File: src/rtl/sme_pkg.sv
// Shared definitions for the string-match engine and its host-side feeder:
// special pattern characters, buffer depths, feeder states and result codes.
package sme_pkg;

    // Pattern metacharacters understood by the match engine
    localparam logic [7:0] HAT    = 8'h5E;
    localparam logic [7:0] DOT    = 8'h2E;
    localparam logic [7:0] DOLLAR = 8'h24;
    localparam logic [7:0] SPACE  = 8'h20;
    localparam logic [7:0] STAR   = 8'h2A;

    // Engine buffer depths
    localparam int STR_MAX = 32;
    localparam int PAT_MAX = 8;

    // Feeder job sequencing
    typedef enum logic [2:0] {
        S_IDLE     = 3'd0,
        S_SEND_STR = 3'd1,
        S_SEND_PAT = 3'd2,
        S_GAP      = 3'd3,
        S_WAIT     = 3'd4,
        S_RESULT   = 3'd5
    } feeder_state_t;

    // Result status returned to the host
    typedef enum logic [1:0] {
        ST_OK      = 2'b00,
        ST_TIMEOUT = 2'b01,
        ST_LEN_ERR = 2'b10
    } res_status_t;

endpackage

File: src/rtl/sme_char_buf.sv
// Small character buffer: synchronous write, asynchronous read, cleared by reset.
module sme_char_buf #(
    parameter int DEPTH = 8,
    parameter int AW    = $clog2(DEPTH)
) (
    input  logic          clk,
    input  logic          reset,
    input  logic          we,
    input  logic [AW-1:0] waddr,
    input  logic [7:0]    wdata,
    input  logic [AW-1:0] raddr,
    output logic [7:0]    rdata
);

    logic [7:0] mem [DEPTH];

    // Store one character per write strobe; reset wipes every entry
    // NOTE: this memory is reset on purpose (the host relies on cleared buffers), which rules out RAM-macro inference; only do this for small register-file buffers.
    // NOTE: sequential state is always assigned with <= so every flop samples pre-edge values.
    always_ff @(posedge clk or posedge reset) begin
        if (reset) begin
            for (int i = 0; i < DEPTH; i++) begin
                mem[i] <= 8'h00;
            end
        end else if (we) begin
            mem[waddr] <= wdata;
        end
    end

    assign rdata = mem[raddr];

endmodule

File: src/rtl/sme_job_feeder.sv
// Host-side job feeder for the string-match engine: buffers one string and
// one pattern, streams them to the engine, waits for its result (with a
// timeout) and hands the result to the host through a valid/ready port.
module sme_job_feeder #(
    parameter int STR_MAX = sme_pkg::STR_MAX,
    parameter int PAT_MAX = sme_pkg::PAT_MAX,
    parameter int TIMEOUT = 1024
) (
    input  logic       clk,
    input  logic       reset,
    input  logic       wr_en,
    input  logic       wr_sel,
    input  logic [4:0] wr_addr,
    input  logic [7:0] wr_data,
    input  logic       start,
    input  logic [5:0] str_len,
    input  logic [3:0] pat_len,
    input  logic       keep_str,
    output logic       busy,
    output logic [7:0] chardata,
    output logic       isstring,
    output logic       ispattern,
    input  logic       eng_valid,
    input  logic       eng_match,
    input  logic [4:0] eng_index,
    output logic       res_valid,
    input  logic       res_ready,
    output logic       res_match,
    output logic [4:0] res_index,
    output logic [1:0] res_status
);
    import sme_pkg::*;

    localparam int CW = $clog2(TIMEOUT + 1);

    feeder_state_t state_q, state_n;
    logic [5:0]    idx_q, idx_n;
    logic [CW-1:0] cnt_q, cnt_n;
    logic [5:0]    str_len_q;
    logic [3:0]    pat_len_q;
    logic          len_ok;
    logic          cap_en;
    logic          cap_match;
    logic [4:0]    cap_index;
    res_status_t   cap_status;
    logic [7:0]    str_rdata, pat_rdata;

    // Pattern length must always be legal; string length only matters when it is sent
    assign len_ok = (pat_len != 4'd0) && (pat_len <= 4'(PAT_MAX)) &&
                    (keep_str || ((str_len != 6'd0) && (str_len <= 6'(STR_MAX))));

    sme_char_buf #(.DEPTH(STR_MAX)) u_str_buf (
        .clk   (clk),
        .reset (reset),
        .we    (wr_en && !busy && !wr_sel),
        .waddr (wr_addr),
        .wdata (wr_data),
        .raddr (idx_n[4:0]),
        .rdata (str_rdata)
    );

    sme_char_buf #(.DEPTH(PAT_MAX)) u_pat_buf (
        .clk   (clk),
        .reset (reset),
        .we    (wr_en && !busy && wr_sel),
        .waddr (wr_addr[2:0]),
        .wdata (wr_data),
        .raddr (idx_n[2:0]),
        .rdata (pat_rdata)
    );

    // Next-state, char index, wait counter and result-capture decisions
    // NOTE: every signal gets a default before the case so no path leaves it unassigned, which would infer a latch.
    always_comb begin
        state_n    = state_q;
        idx_n      = idx_q;
        cnt_n      = cnt_q;
        cap_en     = 1'b0;
        cap_match  = 1'b0;
        cap_index  = 5'd0;
        cap_status = ST_OK;
        case (state_q)
            S_IDLE: begin
                idx_n = 6'd0;
                if (start) begin
                    if (len_ok) begin
                        state_n = keep_str ? S_SEND_PAT : S_SEND_STR;
                    end else begin
                        state_n    = S_RESULT;
                        cap_en     = 1'b1;
                        cap_status = ST_LEN_ERR;
                    end
                end
            end
            S_SEND_STR: begin
                if (idx_q == str_len_q - 6'd1) begin
                    state_n = S_SEND_PAT;
                    idx_n   = 6'd0;
                end else begin
                    idx_n = idx_q + 6'd1;
                end
            end
            S_SEND_PAT: begin
                if (idx_q == {2'b00, pat_len_q} - 6'd1) begin
                    state_n = S_GAP;
                    idx_n   = 6'd0;
                end else begin
                    idx_n = idx_q + 6'd1;
                end
            end
            S_GAP: begin
                state_n = S_WAIT;
                cnt_n   = '0;
            end
            S_WAIT: begin
                if (eng_valid) begin
                    state_n   = S_RESULT;
                    cap_en    = 1'b1;
                    cap_match = eng_match;
                    cap_index = eng_index;
                end else if (cnt_q == CW'(TIMEOUT - 1)) begin
                    state_n    = S_RESULT;
                    cap_en     = 1'b1;
                    cap_status = ST_TIMEOUT;
                end else begin
                    cnt_n = cnt_q + CW'(1);
                end
            end
            S_RESULT: begin
                if (res_ready) begin
                    state_n = S_IDLE;
                end
            end
            default: state_n = S_IDLE;
        endcase
    end

    // State, job parameters and registered engine/host outputs
    always_ff @(posedge clk or posedge reset) begin
        if (reset) begin
            state_q    <= S_IDLE;
            idx_q      <= 6'd0;
            cnt_q      <= '0;
            str_len_q  <= 6'd0;
            pat_len_q  <= 4'd0;
            busy       <= 1'b0;
            chardata   <= 8'h00;
            isstring   <= 1'b0;
            ispattern  <= 1'b0;
            res_valid  <= 1'b0;
            res_match  <= 1'b0;
            res_index  <= 5'd0;
            res_status <= 2'b00;
        end else begin
            state_q   <= state_n;
            idx_q     <= idx_n;
            cnt_q     <= cnt_n;
            if (state_q == S_IDLE && start && len_ok) begin
                str_len_q <= str_len;
                pat_len_q <= pat_len;
            end
            busy      <= (state_n != S_IDLE);
            isstring  <= (state_n == S_SEND_STR);
            ispattern <= (state_n == S_SEND_PAT);
            chardata  <= (state_n == S_SEND_STR) ? str_rdata :
                         (state_n == S_SEND_PAT) ? pat_rdata : 8'h00;
            res_valid <= (state_n == S_RESULT);
            if (cap_en) begin
                res_match  <= cap_match;
                res_index  <= cap_index;
                res_status <= cap_status;
            end
        end
    end

endmodule

File: config.mk
export PLATFORM = sky130hd
export DESIGN_NAME = sme_job_feeder
export DESIGN_NICKNAME = d
export VERILOG_FILES = /design/src/rtl/sme_pkg.sv /design/src/rtl/sme_char_buf.sv /design/src/rtl/sme_job_feeder.sv
export SDC_FILE = /design/constraint.sdc
export NUM_CORES = 1
export LEC_CHECK = 0
export BUFFER_PORTS_ARGS = -buffer_cell sky130_fd_sc_hd__buf_4
export CORE_MARGIN = 4
export CORE_UTILIZATION = 30
export DETAILED_ROUTE_END_ITERATION = 6
export GPL_TIMING_DRIVEN = 0
export HOLD_SLACK_MARGIN = 0.15
export PLACE_DENSITY_LB_ADDON = 0.3
export SETUP_SLACK_MARGIN = 0.05
export SYNTH_ARGS = -nofsm -noshare
export SYNTH_HDL_FRONTEND = slang
export SYNTH_HIERARCHICAL = 1
export SYNTH_SLANG_ARGS = --single-unit
File: constraint.sdc
create_clock -name clk -period 10.8 [get_ports clk]
set_clock_uncertainty 0.1 [all_clocks]
set_input_delay 2.16 -clock clk [delete_from_list [all_inputs] [get_ports clk]]
set_output_delay 2.16 -clock clk [all_outputs]
set_load 0.03 [all_outputs]
# ---- Yosys cells after proc, flatten, opt, wreduce, memory -nomap -nowiden
# Cells that the tools add are included.
dict set report classes {
  add_sub_neg 4
  magnitude_cmp 8
  eq_ne 13
  mux 43
  bitwise_logic 4
  reduce_logical 20
}
# operator n
set ops {}
lappend ops {{bitwise mux 256 bit} 1}
lappend ops {{bitwise mux 64 bit} 1}
lappend ops {{two-way mux 8 bit} 8}
lappend ops {{binary-select mux 8 bit (select 5 bit)} 1}
lappend ops {{demux 8 bit (select 5 bit)} 1}
lappend ops {{binary-select mux 8 bit (select 3 bit)} 1}
lappend ops {{demux 8 bit (select 3 bit)} 1}
lappend ops {{two-way mux 11 bit} 2}
lappend ops {{case mux 11 bit (2 select lines)} 1}
lappend ops {{two-way mux 3 bit} 7}
lappend ops {{case mux 3 bit (6 select lines)} 1}
lappend ops {{case mux 6 bit (3 select lines)} 1}
lappend ops {{equality test 6 bit} 2}
lappend ops {{greater-or-equal comparator 6 bit (second input constant)} 2}
lappend ops {{two-way mux 6 bit} 2}
lappend ops {{inverter 5 -> 6 bit} 2}
lappend ops {{adder 11 x 1 -> 11 bit (second input constant)} 1}
lappend ops {{equality test 11 x 10 -> 1 bit (second input constant)} 1}
lappend ops {{logical AND 1 bit} 10}
lappend ops {{two-way mux 5 bit} 2}
lappend ops {{equality test 3 x 2 -> 1 bit (second input constant)} 3}
lappend ops {{equality test 3 bit (second input constant)} 3}
lappend ops {{greater-or-equal comparator 4 bit (second input constant)} 2}
lappend ops {{two-way mux 1 bit} 8}
lappend ops {{other kinds (21)} 28}
dict set report word_totals {
  reg_bits 370
  in_bits 37
  output_inout_bits 20
}

# ---- Longest topological paths before layout
# Gate-level depths: netlist (run 1).
dict set report logic_depth {
  word_depth 10
  depth_mapped 15
  ltp_nobuf 12
}

# ---- Modules after synthesis
# The synthesis (run 1) kept the hierarchy.
# mod n_inst cells_each area_per_inst_um2 seq_area_each_um2
set modules_own_cells {}
lappend modules_own_cells {{sme_char_buf (u_str_buf)} 1 700 11664.9 6406.1}
lappend modules_own_cells {{sme_char_buf (u_pat_buf)} 1 173 3009.1 1601.5}
lappend modules_own_cells {sme_job_feeder 1 245 2613.8 1251.2}

# ---- Least setup slack after synthesis (run 1)
# Ideal clock, no wire load.
dict set report synth_timing {
  kind {input -> register}
  from {input str_len[0]}
  to {register pat_len_q[0]}
  setup_time_ns 0.125
  arrival_time_ns 4.181
  t_required_ns 10.575
  path_slack_ns 6.394
  path_stages 5
  path_cell_list {or4_1 nor2_1 xor2_1 a2111oi_2 mux2_2}
}
dict set report synth_between {
  elab_chain_cells 5
}
# item line_no
set synth_lines {}
lappend synth_lines {{start: declaration} sme_job_feeder.sv:16} ;# input logic [5:0] str_len,
lappend synth_lines {{<= comparator 6 bit or nonzero test 6 bit (tied branches)} sme_job_feeder.sv:50} ;# (keep_str || ((str_len != 6'd0) && (str_len <= 6'(STR_MAX))));
lappend synth_lines {{logical AND 1 bit (*)} sme_job_feeder.sv:50}
lappend synth_lines {{logical OR 1 bit (*)} sme_job_feeder.sv:50}
lappend synth_lines {{logical AND 1 bit (*)} sme_job_feeder.sv:49} ;# assign len_ok = (pat_len != 4'd0) && (pat_len <= 4'(PAT_MAX)) &&
lappend synth_lines {{logical AND 1 bit (*)} sme_job_feeder.sv:158} ;# if (state_q == S_IDLE && start && len_ok) begin
lappend synth_lines {{end signal: assignment} sme_job_feeder.sv:160} ;# pat_len_q <= pat_len;
lappend synth_lines {{end: declaration} sme_job_feeder.sv:40} ;# logic [3:0] pat_len_q;
# Mark *: on every way between the ends. The rest lies on a longest branch, timed or not.
# A chain may end at the register's enable or synchronous reset.

# ---- Worst setup path after layout (run 1)
dict set report layout_timing {
  from {register pat_len_q[0]}
  to {register chardata[5]}
}
# item line_no
set layout_rtl {}
lappend layout_rtl {{subtractor 4 x 1 -> 5 bit} sme_job_feeder.sv:104} ;# if (idx_q == {2'b00, pat_len_q} - 6'd1) begin
lappend layout_rtl {{equality test 6 bit} sme_job_feeder.sv:104}
lappend layout_rtl {{two-way mux 6 bit} sme_job_feeder.sv:104}
lappend layout_rtl {{case mux 6 bit (3 select lines)} sme_job_feeder.sv:82} ;# case (state_q)
lappend layout_rtl {{via idx_n[2]} sme_job_feeder.sv:37} ;# logic [5:0] idx_q, idx_n;
lappend layout_rtl {{inverter 5 -> 6 bit (not written as such)} sme_char_buf.sv:30} ;# assign rdata = mem[raddr];
lappend layout_rtl {{binary-select mux 8 bit (select 5 bit)} sme_char_buf.sv:30}
lappend layout_rtl {{two-way mux 8 bit (not written as such) (2 in a row)} sme_char_buf.sv:30}
lappend layout_rtl {{via str_rdata[5]} sme_job_feeder.sv:46} ;# logic [7:0] str_rdata, pat_rdata;
lappend layout_rtl {{two-way mux 8 bit} sme_job_feeder.sv:165} ;# chardata <= (state_n == S_SEND_STR) ? str_rdata :
lappend layout_rtl {{end signal: assignment} sme_job_feeder.sv:165}
lappend layout_rtl {{end: declaration} sme_job_feeder.sv:20} ;# output logic [7:0] chardata,
# The timed path passes the listed nets, and every way through them passes these cells. The select of a mux whose other input is x is not followed.

==> results.txt, run 1 <==
outcome: finished clean
Synth Register Bits: 370
CP max FO: 10
Post-synth top flop: dfrtp_1
HP Class: flip-flop to flip-flop
final slew viol count: 0
Final Hold Viols: 0
CTS Hold Bufs: 0
top cell type by total area after synthesis: dfrtp_1
top-count cell post-synth: dfrtp_1
area of the multi-input gates: 7590 um2
final cycle utilization of the critical path: 43.8%
sequential share of the synthesized area: 53.6%
Skew-Pair Late Insertion Delay: 570 ps
Rows: 87
vias per cell: 5.03
DP Cell Count: 1,931
crit-path cells: inv_1 -> ha_1 -> nand2b_1 -> a211oi_1 -> o21ai_0 -> o31ai_1 -> o2bb2ai_1 -> a21oi_1 -> buf_6 -> buf_2 -> buf_2 -> mux4_2 -> mux4_2 -> mux2_2 -> a32o_1
Area contributors post-synth: dfrtp_1 54%, mux2_2 23%, mux4_2 11%, mux4_1 2.3%, clkbuf_1 0.83%
port bufs: 53
# H-tree levels: 2
Total Routed Length: 44.4 mm
EDFF count, synth: 0
worst setup path category: flip-flop to flip-flop
max_cap viols: 0
Finished Cell Area: 20,100 um2
Post-Syn Nets: 1,159
Slew HR: 20.3%
# resized after CTS: 0
DPL Wire Length: 30.5 mm
I/O Pins: 57
commonest cells in the netlist: 370 x dfrtp_1, 347 x mux2_2, 81 x mux4_2, 38 x clkbuf_1, 28 x nand2_1
initial antenna violation count: 1
total power draw: 4670 uW
Layout Cells excl Fill: 2,005
synthesized area per cell: 15.5 um2
Starting Density: 30.5%
largest net degree at the start of global routing: 131
Filler cells: 5,386
remaining global-route overflow: 0
DRC Markers: 0
Leak: 0.00919 uW
share of cells above drive strength 1: 47.9%
Cells after Synth: 1,118
Die H: 248 um
Pwr Density: 233 nW/um2
P&R area growth vs syn: 16.2%
initial drt markers: 586
fmax: 212 MHz
worst hold slack: 396 ps
Crit-path slowest cell: mux4_2
WP data arrival: 5070 ps
clock root cell: clkbuf_16
Post-CTS Setup Inserts: 0
Worst setup EP type: flip-flop
Slew @ Worst Pin: 1190 ps
CTS tree: done
TritonCTS Sinks: 370
startpoint types: flip-flop
antenna-violating nets left: 0
CP max stage delay: 540 ps
router iterations before antenna repair: 6
Final Wtd Congestion: 0.776
post-route core utilization: 35.4%
Synth Cell Area: 17,300 um2
All-Layer GR Usage: 14.6%
via count: 10,100
maximum buffer depth of the clock tree: 3
Die Area: 61,500 um2
Yosys top cell area share: 53.6%
RSZ-0062 raised after global routing: false
Placed Area: 18,700 um2
CTS clock-pin slew for the worst setup and hold paths: 60 ps
Core ar.: 56,700 um2
Critical Path RT: 11,140 ps
FF/Latch Area: 9260 um2
Setup-failing EPs final: 0
die width: 248 um
number of global-route vias before repair: 10,700
routed len/inst: 22.2 um
maximum vdd ir drop: 0.175 mV
Synth cell types: 60
first-pass GRT wire length: 67.5 mm
total CTS buffers: 41
Async S/R FF share, synth: 100%
YS warnings: 6
Nets: 1,259
Final Critical Period: 4730 ps
[logic make-up after synthesis]
logic type | Yosys count | share of synthesized area (%)
XOR/XNOR | 23 | 1.17
adder cells (fa/ha/maj) | 4 | 0.290
multiplexers | 443 | 35.4
flip-flops | 370 | 53.6
AO/OA/AOI/OAI | 52 | 2.42
buffers and inverters | 90 | 2.55
AND/OR/NAND/NOR | 136 | 4.59
[metal layers]
layer | vias to the layer above | wire length, um | part of all wire (%) | GRT usage [%]
li1 | 4407 | - | - | -
met1 | 5438 | 19000 | 43 | 19.7
met2 | 174 | 21600 | 49 | 23.9
met3 | 68 | 2580 | 5.8 | 2.87
met4 | 2 | 1200 | 2.7 | 4.58
met5 | - | 12 | 0.027 | 0
[where the power goes]
group          total, uW  internal [uW]  switching [uW]
Clock               1420            834             584
Sequential          1790           1650             141
Combinational       1470            724             741
[per-stage QoR]
step / setup slack [ps] / setup TNS, ps
after floorplan: 1500 / 0
after global placement: -1460 / -367860
after detailed placement: 5770 / 0
after CTS: 6010 / 0
after global routing: 5700 / 0
final: 6070 / 0
[layout make-up]
type	count	area share (%)
diodes	1	0.0125
clock buffers	55	5.82
multi-input cells	658	37.8
plain buffers	73	1.87
clock inverters	18	0.946
inverters	17	0.355
flip-flops and latches	370	46.1
well taps	756	4.71
repair buffers	57	2.45
[registers in the layout, summed over array words and instances (netlist names)]
signal and flops:
u_str_buf/mem 256, u_pat_buf/mem 64, cnt_q 11, chardata 8, idx_q 6, str_len_q 6
res_index 5, pat_len_q 4, state_q 3, res_status 2, busy 1, ispattern 1
isstring 1, res_match 1, res_valid 1
[final timing paths]
kind / slack, ps / endpoint / cells past startpoint / startpoint
setup / recovery: 6070 / chardata[5]$_DFF_PP0_ / 15 / pat_len_q[0]$_DFFE_PP0P_
hold / removal: 400 / u_pat_buf/mem[12]$_DFFE_PP0P_ / 1 / u_pat_buf/mem[12]$_DFFE_PP0P_
setup reg to reg: 6070 / chardata[5]$_DFF_PP0_ / 15 / pat_len_q[0]$_DFFE_PP0P_
hold reg to reg: 400 / u_pat_buf/mem[12]$_DFFE_PP0P_ / 1 / u_pat_buf/mem[12]$_DFFE_PP0P_
max in group asynchronous: 7870 / u_str_buf/mem[233]$_DFFE_PP0P_ / 4 / reset
min in group asynchronous: 1470 / busy$_DFF_PP0_ / 2 / reset
[cells in the final DEF (no fill, tap or decap), drive strengths merged, types with 5 or more instances in the layout]
cell / count
dfrtp: 370
nand2: 28
mux4: 96
nor2: 31
nor3b: 5
xnor2: 12
a22o: 7
a21oi: 10
nor3: 12
o21ai: 6
nand2b: 5
inv: 17
buf: 92
xor2: 11
nand3: 8
a32o: 8
mux2: 347
clkinv: 11
clkbuf: 93
nand3b: 9
[worst max-delay path, delay by kind of cell (launching register included)]
family	cells	cell delay [ps]
flip-flops	1	440
adder cells (fa/ha/maj)	1	160
buffers and inverters	4	1070
multiplexers	3	1270
AO/OA/AOI/OAI	6	1390
AND/OR/NAND/NOR	1	130
Note: power is estimated with default switching activity, not from simulation.
==> inputs of run 2 (changes only) <==
==> constraint.sdc (replaced) <==
create_clock -name clk -period 4.6 [get_ports clk]
set_clock_uncertainty 0.1 [all_clocks]
set_input_delay 0.92 -clock clk [delete_from_list [all_inputs] [get_ports clk]]
set_output_delay 0.92 -clock clk [all_outputs]
set_load 0.03 [all_outputs]
==> run 2 against run 1 <==
Die area did not move; utilization rose by 0.30 points; global-route usage rose by 0.20 points; largest cell class unchanged; highest routed layer unchanged.
==> results.txt, run 2 (synthesis results as in run 1) <==
Skew-Pair Late Insertion Delay: 560 ps (was 570 ps)
routed len/inst: 22.2 um (about the same)
vias per cell: 5.02 (was 5.03)
CP max FO: 10 (unchanged)
Total Routed Length: 44.7 mm (was 44.4 mm)
DPL Wire Length: 31.5 mm (was 30.5 mm)
outcome: finished clean (unchanged)
DRC Markers: 0 (unchanged)
total power draw: 11,100 uW (was 4670 uW)
most common cell after layout, fill and taps aside: dfrtp_1 (unchanged)
Rows: 87 (unchanged)
Int Power: 7690 uW (was 3210 uW)
Crit-path slowest cell: mux4_2 (unchanged)
# H-tree levels: 2 (unchanged)
port bufs: 53 (unchanged)
max_cap viols: 0 (unchanged)
Finished Cell Area: 20,300 um2 (was 20,100 um2)
initial drt markers: 560 (was 586)
All-Layer GR Usage: 14.8% (was 14.6%)
startpoint types: flip-flop (unchanged)
sw frac: 30.9% (was 31.4%)
commonest cells after routing, fill and taps aside: 370 x dfrtp_1, 347 x mux2_2, 81 x mux4_2 (unchanged)
maximum buffer depth of the clock tree: 3 (unchanged)
die width: 248 um (unchanged)
Leak: 0.00926 uW (was 0.00919 uW)
Largest regs: u_str_buf/mem: 256 flops, u_pat_buf/mem: 64 flops, cnt_q: 11 flops (unchanged)
critical path's most frequent cell: mux4_2
CTS tree: done (unchanged)
TritonCTS Sinks: 370 (unchanged)
Post-CTS Setup Inserts: 0 (unchanged)
number of global-route vias before repair: 10,700 (about the same)
I/O Pins: 57 (unchanged)
CP Buf/Inv Count: 3 (was 4)
total CTS buffers: 43 (was 41)
Final Wtd Congestion: 0.778 (was 0.776)
HP Class: input port to async pin (was flip-flop to flip-flop)
Slew HR: 19.1% (was 20.3%)
Placed Area: 18,800 um2 (was 18,700 um2)
Setup-failing EPs final: 0 (unchanged)
final cycle utilization of the critical path: 94.6% (was 43.8%)
maximum vdd ir drop: 0.265 mV (was 0.175 mV)
CTS Hold Bufs: 0 (unchanged)
Starting Density: 30.5% (unchanged)
final slew viol count: 0 (unchanged)
Critical Path RT: 4930 ps (was 11,140 ps)
max reg flops: 256 (unchanged)
crit-path cells: inv_1 -> ha_1 -> xor2_1 -> o21ai_0 -> a31o_2 -> a21boi_2 -> o21bai_1 -> a22o_1 -> buf_6 -> buf_4 -> mux4_2 -> mux4_2 -> mux2_2 -> a32o_1 (was inv_1 -> ha_1 -> nand2b_1 -> a211oi_1 -> o21ai_0 -> o31ai_1 -> o2bb2ai_1 -> a21oi_1 -> buf_6 -> buf_2 -> buf_2 -> mux4_2 -> mux4_2 -> mux2_2 -> a32o_1)
P&R area growth vs syn: 17.2% (was 16.2%)
remaining global-route overflow: 0 (unchanged)
worst setup path category: flip-flop to flip-flop (unchanged)
pre-CTS WS: -210 ps (was 5770 ps)
WP data arrival: 4680 ps (was 5070 ps)
Die H: 248 um (unchanged)
Largest Register: u_str_buf/mem (unchanged)
Reg power frac: 37.8% (was 38.3%)
Clock power frac: 30.8% (was 30.3%)
Nets: 1,265 (was 1,259)
Comb power frac: 31.4% (about the same)
Core ar.: 56,700 um2 (unchanged)
Slew @ Worst Pin: 1210 ps (was 1190 ps)
Final Hold Viols: 0 (unchanged)
antenna-violating nets left: 0 (unchanged)
fmax: 230 MHz (was 212 MHz)
net switching power: 3430 uW (was 1470 uW)
CP delay by family, top: multiplexers (was compound AO/OA/AOI/OAI gates)
worst setup margin: 247 ps (was 6070 ps)
Pwr Density: 549 nW/um2 (was 233 nW/um2)
first-pass GRT wire length: 68.4 mm (was 67.5 mm)
clock root cell: clkbuf_16 (unchanged)
largest net degree at the start of global routing: 43 (was 131)
Final Critical Period: 4350 ps (was 4730 ps)
share of cells above drive strength 1: 48.1% (was 47.9%)
CP max stage delay: 570 ps (was 540 ps)
router iterations before antenna repair: 5 (was 6)
RSZ-0062 raised after global routing: false (unchanged)
initial antenna violation count: 1 (unchanged)
Worst setup EP type: flip-flop (unchanged)
via count: 10,100 (about the same)
Die Area: 61,500 um2 (unchanged)
CTS clock-pin slew for the worst setup and hold paths: 60 ps (about the same)
-- run 2: cell types whose count changed in the layout (fill, tap and decap cells not counted), moves of 2 or more --
cell      delta
clkbuf_1     +4
buf_4        +6
clkbuf_8     +2
clkinv_2     -3
buf_12       +7
inv_6        +2
buf_2        -7
buf_16       -2
-- run 2: power groups by stage --
stage	combinational [uW]	sequential, uW	clock [uW]
finish	3490	4200	3430
global route	3770	4280	3670
CTS	3550	4200	3540
detailed placement	3510	4250	0
global placement	3440	4230	0
floorplan	2470	4260	0
-- run 2: area by class of cell --
type,count,area (um2)
Antenna cell,1,2.50
Tap cell,756,946
Timing Repair Buffer,62,578
Inverter,17,67.6
Clock buffer,63,1240
Sequential cell,370,9260
Clock inverter,14,183
Fill cell,5398,36400
Multi-Input combinational cell,658,7600
Buffer,72,390
-- run 2: path summary, 6_finish.rpt --
| kind | slack (ps) | endpoint | startpoint | cells after the start |
|---|---|---|---|---|
| setup / recovery | 250 | chardata[5]$_DFF_PP0_ | str_len_q[0]$_DFFE_PP0P_ | 14 |
| hold / removal | 220 | busy$_DFF_PP0_ | reset | 2 |
| setup reg to reg | 250 | chardata[5]$_DFF_PP0_ | str_len_q[0]$_DFFE_PP0P_ | 14 |
| hold reg to reg | 390 | u_pat_buf/mem[13]$_DFFE_PP0P_ | u_pat_buf/mem[13]$_DFFE_PP0P_ | 1 |
| max in group asynchronous | 2960 | u_str_buf/mem[45]$_DFFE_PP0P_ | reset | 5 |
| min in group clk | 390 | u_pat_buf/mem[13]$_DFFE_PP0P_ | u_pat_buf/mem[13]$_DFFE_PP0P_ | 1 |
-- run 2: timing repair --
item / 4_1_cts / 5_1_grt
hold endpoints to repair: 0 / 0
gates resized for setup: 7 / 3
setup endpoints to repair: 8 / 8
-- run 2: worst reg2reg max path, cell delays in order (launching register included) --
cell and delay [ps]:
dfrtp_1 420, inv_1 60, ha_1 240, xor2_1 150, o21ai_0 80, a31o_2 260
a21boi_2 240, o21bai_1 170, a22o_1 210, buf_6 220, buf_4 340, mux4_2 580
mux4_2 560, mux2_2 330, a32o_1 260
-- run 2: through the flow --
| stage | setup TNS, ps | hold slack (ps) | utilization [%] | std cells |
|---|---|---|---|---|
| after floorplan | 0 | 370 | - | 1118 |
| after global placement | -327580 | 379 | 32.9 | 1927 |
| after detailed placement | -1240 | 385 | 33.2 | 1936 |
| after CTS | 0 | 192 | 35.7 | 2013 |
| after global routing | 0 | 216 | 35.7 | 2012 |
| final | 0 | 222 | 35.7 | 2013 |
-- run 2: routing by layer --
| metal | routed length, um | part of all wire, % | track usage (%) |
|---|---|---|---|
| met2 | 22000 | 49 | 24.4 |
| met5 | 13 | 0.029 | 0 |
| met4 | 1380 | 3.1 | 5.08 |
| met3 | 2140 | 4.8 | 2.80 |
| met1 | 19200 | 43 | 19.7 |
==> inputs of run 3 (changes only) <==
--- a/config.mk
+++ b/config.mk
@@ -6,6 +6,8 @@
 export NUM_CORES = 1
 export LEC_CHECK = 0
 export BUFFER_PORTS_ARGS = -buffer_cell sky130_fd_sc_hd__buf_4
+export CELL_PAD_IN_SITES_DETAIL_PLACEMENT = 1
+export CELL_PAD_IN_SITES_GLOBAL_PLACEMENT = 2
 export CORE_MARGIN = 4
 export CORE_UTILIZATION = 30
 export DETAILED_ROUTE_END_ITERATION = 6
==> run 3 against run 2 <==
Hold slack got worse by 12 ps; maximum frequency about the same; sequential share of layout area about the same; first-iteration DRC count decreased by 21%; largest cell class unchanged; largest power group unchanged; highest routed layer is now met4.
==> results.txt, run 3 (synthesis results as in run 1) <==
HP Class: input port to async pin (unchanged)
final cycle utilization of the critical path: 94.7% (was 94.6%)
total CTS buffers: 43 (unchanged)
total power draw: 11,100 uW (about the same)
final slew viol count: 0 (unchanged)
DRC Markers: 0 (unchanged)
Leak: 0.00924 uW (was 0.00926 uW)
Critical Path RT: 4950 ps (was 4930 ps)
Sum Neg Setup Slack: 0 ps (unchanged)
ANT cells: 0 (was 1)
most common cell after layout, fill and taps aside: dfrtp_1 (unchanged)
CTS clock-pin slew for the worst setup and hold paths: 60 ps (about the same)
worst setup path category: flip-flop to flip-flop (unchanged)
maximum buffer depth of the clock tree: 3 (unchanged)
max reg flops: 256 (unchanged)
Largest Register: u_str_buf/mem (unchanged)
P&R area growth vs syn: 17.2% (about the same)
Pwr Density: 549 nW/um2 (about the same)
via count: 10,100 (about the same)
die width: 248 um (unchanged)
Starting Density: 30.5% (unchanged)
Slew @ Worst Pin: 1220 ps (was 1210 ps)
WP data arrival: 4700 ps (was 4680 ps)
clock root cell: clkbuf_16 (unchanged)
Skew-Pair Late Insertion Delay: 590 ps (was 560 ps)
Critical path origin: str_len_q[0]$_DFFE_PP0P_ (unchanged)
largest net degree at the start of global routing: 42 (was 43)
Reg2Reg Setup Slack: 250 ps (about the same)
outcome: finished clean (unchanged)
Largest regs: u_str_buf/mem: 256 flops, u_pat_buf/mem: 64 flops, cnt_q: 11 flops (unchanged)
TritonCTS Sinks: 370 (unchanged)
Setup-failing EPs final: 0 (unchanged)
CP Buf/Inv Count: 3 (unchanged)
vias per cell: 5.00 (was 5.02)
Rows: 87 (unchanged)
Final Wtd Congestion: 0.761 (was 0.778)
Slew HR: 18.7% (was 19.1%)
first-pass GRT wire length: 71.9 mm (was 68.4 mm)
Total Routed Length: 47.3 mm (was 44.7 mm)
routed len/inst: 23.6 um (was 22.2 um)
initial drt markers: 442 (was 560)
max_cap viols: 0 (unchanged)
maximum vdd ir drop: 0.299 mV (was 0.265 mV)
Final Critical Period: 4350 ps (about the same)
Nets: 1,266 (was 1,265)
remaining global-route overflow: 0 (unchanged)
antenna-violating nets left: 0 (unchanged)
Die Area: 61,500 um2 (unchanged)
initial antenna violation count: 1 (unchanged)
CP max FO: 10 (unchanged)
Worst setup EP type: flip-flop (unchanged)
CTS tree: done (unchanged)
All-Layer GR Usage: 15.7% (was 14.8%)
crit-path cells: inv_1 -> ha_1 -> xor2_1 -> o21ai_0 -> a31o_2 -> a21boi_2 -> o21bai_1 -> a22o_2 -> buf_6 -> buf_6 -> mux4_2 -> mux4_2 -> mux2_2 -> a32o_1 (was inv_1 -> ha_1 -> xor2_1 -> o21ai_0 -> a31o_2 -> a21boi_2 -> o21bai_1 -> a22o_1 -> buf_6 -> buf_4 -> mux4_2 -> mux4_2 -> mux2_2 -> a32o_1)
Core ar.: 56,700 um2 (unchanged)
CP max stage delay: 580 ps (was 570 ps)
startpoint types: flip-flop (unchanged)
r2r startpoint: str_len_q[0]$_DFFE_PP0P_ (unchanged)
I/O Pins: 57 (unchanged)
fmax: 230 MHz (about the same)
CP delay by family, top: multiplexers (unchanged)
DPL Wire Length: 33.3 mm (was 31.5 mm)
router iterations before antenna repair: 4 (was 5)
# H-tree levels: 2 (unchanged)
Crit-path slowest cell: mux4_2 (unchanged)
share of cells above drive strength 1: 48.1% (about the same)
Final Hold Viols: 0 (unchanged)
RSZ-0062 raised after global routing: false (unchanged)
number of global-route vias before repair: 11,000 (was 10,700)
Die H: 248 um (unchanged)
commonest cells after routing, fill and taps aside: 370 x dfrtp_1, 347 x mux2_2, 81 x mux4_2 (unchanged)
port bufs: 53 (unchanged)
-- run 3: cell count changes in the layout (fill, tap and decap cells not counted), moves of 3 or more --
cell	delta
buf_4	-6
buf_6	+5
bufinv_16	-3
clkinv_2	-3
-- run 3: stage by stage --
step	instance area [um2]	setup WS, ps	hold WS [ps]	utilization [%]	std cells
2_1_floorplan	17300	208	370	-	1118
4_1_cts	20200	55.8	175	35.6	2009
6_report	20300	245	209	35.7	2009
3_3_place_gp	18600	-1540	380	32.9	1927
3_5_place_dp	18800	-280	383	33.2	1936
5_1_grt	20300	53.7	188	35.7	2009
-- run 3: repair_timing --
item,4_1_cts,5_1_grt
hold buffers,0,0
setup endpoints to repair,8,8
pin swaps,0,1
buffers inserted,0,0
resized for setup,9,15
endpoints found under the hold margin,0,0
gates cloned,0,0
-- run 3: layer usage --
| metal | global-route usage (%) | part of all wire [%] |
|---|---|---|
| met1 | 20.9 | 44 |
| met2 | 26.8 | 50 |
| met3 | 2.55 | 4.0 |
| met4 | 3.93 | 1.9 |
| met5 | 0 | 0 |
-- run 3: path summary, 6_finish.rpt --
| check | to | depth (start not counted) |
|---|---|---|
| max in group asynchronous | u_str_buf/mem[159]$_DFFE_PP0P_ | 5 |
| min reg2reg | u_pat_buf/mem[1]$_DFFE_PP0P_ | 1 |
| max reg2reg | chardata[3]$_DFF_PP0_ | 14 |
| min in group clk | u_pat_buf/mem[1]$_DFFE_PP0P_ | 1 |
| min | u_str_buf/mem[82]$_DFFE_PP0P_ | 2 |
| max | chardata[3]$_DFF_PP0_ | 14 |
-- run 3: final cells by class --
cell class / count / area, um2
tap: 756 / 946
multi-input combinational: 658 / 7630
fill: 5787 / 36400
buffer: 73 / 422
clock buffer: 63 / 1240
inverter: 17 / 67.6
sequential: 370 / 9260
timing repair buffer: 62 / 578
clock inverter: 10 / 125
-- run 3: where the power goes --
part | switching (uW) | leakage (uW) | internal (uW) | total (uW)
clock network | 1380 | 0.000665 | 1930 | 3320
registers | 339 | 0.00502 | 3870 | 4210
logic | 1820 | 0.00356 | 1780 | 3600
total | 3550 | 0.00924 | 7580 | 11100
